$ cat config.mk
export PLATFORM = sky130hd
export DESIGN_NAME = feature_stream_unpacker
export DESIGN_NICKNAME = d
export VERILOG_FILES = /design/src/rtl/feature_stream_unpacker.sv
export SDC_FILE = /design/constraint.sdc
export NUM_CORES = 1
export LEC_CHECK = 0
export CAP_MARGIN = 20
export CORE_MARGIN = 8
export CORE_UTILIZATION = 52
export DETAILED_ROUTE_END_ITERATION = 10
export GPL_TIMING_DRIVEN = 0
export PLACE_DENSITY = 0.83
export SLEW_MARGIN = 20
export SYNTH_ARGS = -nofsm -noshare
export SYNTH_HDL_FRONTEND = slang
export SYNTH_SLANG_ARGS = --single-unit
$ cat constraint.sdc
create_clock -name clk -period 3.8 [get_ports clk]
set_input_delay 0.57 -clock clk [delete_from_list [all_inputs] [get_ports clk]]
set_output_delay 0.57 -clock clk [all_outputs]
set_load 0.02 [all_outputs]
$ cat src/rtl/feature_stream_unpacker.sv
// rtl/feature_stream_unpacker.sv - splits wide upstream beats into feature address words
// Holding register keeps one beat; the output register presents one lane at a time.
module feature_stream_unpacker #(
    parameter int IN_WIDTH    = 64,
    parameter int WORD_WIDTH  = 16,
    parameter int COUNT_WIDTH = 16
) (
    input  logic                   clk,
    input  logic                   reset,
    input  logic                   start,
    input  logic [COUNT_WIDTH-1:0] total_words,
    input  logic                   abort,
    input  logic [IN_WIDTH-1:0]    in_data,
    input  logic                   in_valid,
    output logic                   in_ready,
    output logic [WORD_WIDTH-1:0]  data,
    output logic                   data_ready,
    input  logic                   data_wanted,
    output logic                   busy,
    output logic                   done,
    output logic [COUNT_WIDTH-1:0] words_sent
);
    localparam int LANES  = IN_WIDTH / WORD_WIDTH;
    localparam int LANE_W = $clog2(LANES);

    typedef enum logic [1:0] {ST_IDLE, ST_RUN, ST_DRAIN, ST_DONE} state_t;

    state_t                 state;
    state_t                 state_next;
    logic [IN_WIDTH-1:0]    hold_data;
    logic                   hold_valid;
    logic [LANE_W-1:0]      lane_idx;
    logic [COUNT_WIDTH-1:0] words_left;
    logic [WORD_WIDTH-1:0]  out_data;
    logic                   out_valid;
    logic [WORD_WIDTH-1:0]  lane_words [LANES];

    logic abort_now;
    logic out_free;
    logic out_xfer;
    logic lane_move;
    logic lane_wrap;
    logic last_move;
    logic in_xfer;

    for (genvar g = 0; g < LANES; g++) begin : g_lanes
        assign lane_words[g] = hold_data[g*WORD_WIDTH +: WORD_WIDTH];
    end

    assign abort_now = abort && (state != ST_IDLE);
    assign out_free  = !out_valid || data_wanted;
    assign out_xfer  = out_valid && data_wanted;
    assign lane_move = hold_valid && out_free;
    assign lane_wrap = (lane_idx == LANE_W'(LANES - 1));
    assign last_move = lane_move && (words_left == COUNT_WIDTH'(1));
    assign in_xfer   = in_ready && in_valid;

    always_ff @(posedge clk) begin
        if (reset) begin
            state <= ST_IDLE;
        end else begin
            state <= state_next;
        end
    end

    always_comb begin
        state_next = state;
        if (abort_now) begin
            state_next = ST_IDLE;
        end else begin
            case (state)
                ST_IDLE:  if (start) state_next = (total_words == '0) ? ST_DONE : ST_RUN;
                ST_RUN:   if (last_move) state_next = ST_DRAIN;
                ST_DRAIN: if (out_free) state_next = ST_DONE;
                ST_DONE:  state_next = ST_IDLE;
                default:  state_next = ST_IDLE;
            endcase
        end
    end

    // A new beat is only taken when the current one is fully used and more words remain.
    always_comb begin
        in_ready   = (state == ST_RUN) && !abort &&
                     (!hold_valid || (lane_move && lane_wrap && !last_move));
        busy       = (state != ST_IDLE);
        done       = (state == ST_DONE);
        data_ready = out_valid;
        data       = out_data;
    end

    always_ff @(posedge clk) begin
        if (reset) begin
            hold_data  <= '0;
            hold_valid <= 1'b0;
            lane_idx   <= '0;
            words_left <= '0;
            out_data   <= '0;
            out_valid  <= 1'b0;
            words_sent <= '0;
        end else begin
            if (out_xfer) begin
                words_sent <= words_sent + COUNT_WIDTH'(1);
            end
            if (abort_now) begin
                hold_valid <= 1'b0;
                out_valid  <= 1'b0;
                out_data   <= '0;
                words_left <= '0;
            end else begin
                if (state == ST_IDLE && start) begin
                    words_left <= total_words;
                    words_sent <= '0;
                end
                if (lane_move) begin
                    out_data   <= lane_words[lane_idx];
                    out_valid  <= 1'b1;
                    lane_idx   <= lane_idx + LANE_W'(1);
                    words_left <= words_left - COUNT_WIDTH'(1);
                    if (lane_wrap || last_move) begin
                        hold_valid <= 1'b0;
                    end
                end else if (out_xfer) begin
                    out_valid <= 1'b0;
                end
                // A beat arriving together with the last lane move refills the holding register.
                if (in_xfer) begin
                    hold_data  <= in_data;
                    hold_valid <= 1'b1;
                    lane_idx   <= '0;
                end
            end
        end
    end
endmodule

==> metrics <==
run status finished clean; number of max-slew violations in the final report 0; final worst-path setup slack 618 ps; final hold viol count 0; drt initial violations 327; P per Cell Area 545 mW/mm2; worst voltage drop across the vdd grid 274 uV; total I/O pin count 122; overall power after layout 3.93 mW; clock root buffer master sky130_fd_sc_hd__clkbuf_8; category of the critical setup timing path primary input to output port; placed insts 806; Die Y 117 um; Critical Path RT 3230 ps; cell taking the most area after synthesis sky130_fd_sc_hd__dfxtp_1; share of the yosys chip area belonging to registers 44.8%; main flop type after synthesis sky130_fd_sc_hd__dfxtp_1; antenna cell count 0; clock tree from TritonCTS yes; worst setup timing slack at the placement stage 643 ps; Worst-path clk slew 60 ps; via count of the first global-routing pass 4933; final routed wire length divided by cell count 17.9 um; highest clock frequency the design can meet 314 MHz; sum of negative setup slack 0 ps; Placed Instance Area 0.00665 mm2; Cell Rows 36; H-Tree Depth 4; final core utilization 73.3%; Tightest Pin Transition 673 ps; synthesized net count 647; total global routing overflow 0; number of antenna violations at the first check in global routing 0; post-synth cell types 49; Max-cap violations 0; initial standard-cell utilization of the core 53.7%; post-route clock period utilization 83.7%; worst clock skew 16.4 ps; final critical-path required period 3180 ps; register bit count reported by yosys 118; class of the tightest hold or removal check flop to flop; nature of the critical path startpoint primary input; overall via count from detail_route 4723; RePlAce Congestion 0.924; Synth Area per Inst 9.55 um2; number of buffers inserted by post-CTS setup repair 0; Bufs on Longest Clock Path 2; cell with the most instances after synthesis sky130_fd_sc_hd__dfxtp_1; top cell types by occurrence after synthesis 118 x sky130_fd_sc_hd__dfxtp_1, 95 x sky130_fd_sc_hd__nor2_1, 65 x sky130_fd_sc_hd__mux2i_1; total of hold buffers inserted after clock tree synthesis 0; number of enable flip-flop cells after synthesis 0; Global Route Usage Sum 22.6%; total number of nets in the final design 787; setup repair after global routing missed its margin no; number of synthesis warnings 0; post-route DRC violation count 0; Antenna Nets Post-Route 0; Finished Cell Area 0.00720 mm2; mean number of vias per cell 5.64; Die Footprint 0.0136 mm2; cells resized by post-CTS repair 0; cell types occupying the most area after synthesis sky130_fd_sc_hd__dfxtp_1 45%, sky130_fd_sc_hd__mux2i_1 12%, sky130_fd_sc_hd__mux4_2 6.8%; static leakage 3.01 nW; global-route wire length before repair 24.0 mm; count of mapped cells out of synthesis 552; maximum number of pins on one net before global-route repair 17; number of clock sinks 118; core box area 0.00982 mm2; endpoint kind of the worst setup timing path output port; aggregate routed wire length 15.0 mm; dpl hpwl 11.0 mm; Worst Path Max Fanout 9; die extent in x 117 um; total clock buffers created by CTS 17; hold_ws 455 ps; clock latency at the later pin of the worst-skew pair 520 ps; Post-Layout Cell Count 838; Post-Syn Area 0.00527 mm2; Post-synth ARST share 0%; number of buffer cells added on primary ports 121; share of cells above drive strength 1 9.22%; tightest slew margin relative to the limit 54.8%; area share of the largest cell type after synthesis 44.8%; arrival time worst endpoint 2610 ps; number of iterations in the first detailed-routing pass 5; layout-stage area growth over the synthesis result 36.5%; Setup violations, final 0
## layer usage
| layer | vias to the layer above | GRT usage (%) | wire length, um |
|---|---|---|---|
| met3 | 29 | 5.43 | 982 |
| met2 | 190 | 39.4 | 7630 |
| li1 | 2230 | - | - |
| met5 | - | 0 | 0 |
| met1 | 2274 | 26.4 | 6170 |
| met4 | 0 | 8.11 | 240 |
## cells by family (layout without fill, tap and decap cells)
family | Yosys count | after routing | share of synthesized area, %
simple gates | 219 | 219 | 18.9
xor+xnor | 14 | 14 | 2.33
buf+inv | 40 | 193 | 4.06
compound gates | 69 | 69 | 8.23
fa+ha+maj | 9 | 9 | 2.14
flops | 118 | 118 | 44.8
mux | 83 | 83 | 19.6
## cell type report
class / instances / area, um2
clock inverter: 15 / 134
fill: 740 / 2620
tap: 133 / 166
buffer: 31 / 180
timing repair buffer: 121 / 1210
inverter: 9 / 33.8
multi-input combinational: 394 / 2700
sequential: 118 / 2360
clock buffer: 17 / 414
## cells in the final DEF (no fill, tap or decap), types with 3 or more instances in the layout
cell,instances
sky130_fd_sc_hd__nand2b_1,3
sky130_fd_sc_hd__a211oi_1,6
sky130_fd_sc_hd__ha_1,9
sky130_fd_sc_hd__nor4_1,10
sky130_fd_sc_hd__o311ai_0,3
sky130_fd_sc_hd__clkinvlp_4,3
sky130_fd_sc_hd__o21ai_0,10
sky130_fd_sc_hd__nand4_1,6
sky130_fd_sc_hd__nor3_1,13
sky130_fd_sc_hd__a21oi_1,31
sky130_fd_sc_hd__inv_8,4
sky130_fd_sc_hd__a31oi_1,6
sky130_fd_sc_hd__nor2_1,95
sky130_fd_sc_hd__nand2_1,56
sky130_fd_sc_hd__clkbuf_16,16
sky130_fd_sc_hd__xor2_1,11
sky130_fd_sc_hd__clkdlybuf4s50_1,121
sky130_fd_sc_hd__buf_8,4
sky130_fd_sc_hd__and3_1,4
sky130_fd_sc_hd__or3_1,4
sky130_fd_sc_hd__dfxtp_1,118
sky130_fd_sc_hd__nand3_1,14
sky130_fd_sc_hd__inv_1,8
sky130_fd_sc_hd__mux4_2,16
sky130_fd_sc_hd__clkbuf_1,20
sky130_fd_sc_hd__mux2i_1,65
sky130_fd_sc_hd__o21a_1,3
sky130_fd_sc_hd__xnor2_1,3
sky130_fd_sc_hd__buf_2,3
sky130_fd_sc_hd__nor2b_1,3
sky130_fd_sc_hd__inv_6,5
## report_power, final
part | internal [mW] | switching [mW]
Combinational | 0.436 | 0.560
Clock | 0.828 | 0.651
Sequential | 1.35 | 0.104
Total | 2.61 | 1.32
## worst paths after layout
| check | start | endpoint | slack, ps | depth (start not counted) |
|---|---|---|---|---|
| min reg2reg | data[7] | data[7] | 460 | 2 |
| min | data[7] | data[7] | 460 | 2 |
| max | data_wanted | in_ready | 620 | 6 |
| max reg2reg | words_left[2] | hold_data[42] | 1500 | 8 |
## critical path, cell delays in order
cell and delay, ps:
sky130_fd_sc_hd__clkdlybuf4s50_1 610, sky130_fd_sc_hd__nand2b_1 140, sky130_fd_sc_hd__buf_2 190, sky130_fd_sc_hd__nand4_1 270
sky130_fd_sc_hd__o211a_1 290, sky130_fd_sc_hd__clkdlybuf4s50_1 530
## state kept, by name, summed over array words and instances, names as in the netlist
register    count
data           16
data_ready      1
hold_data      64
hold_valid      1
lane_idx        2
state           2
words_left     16
words_sent     16
Note: power is estimated with default switching activity, not from simulation.
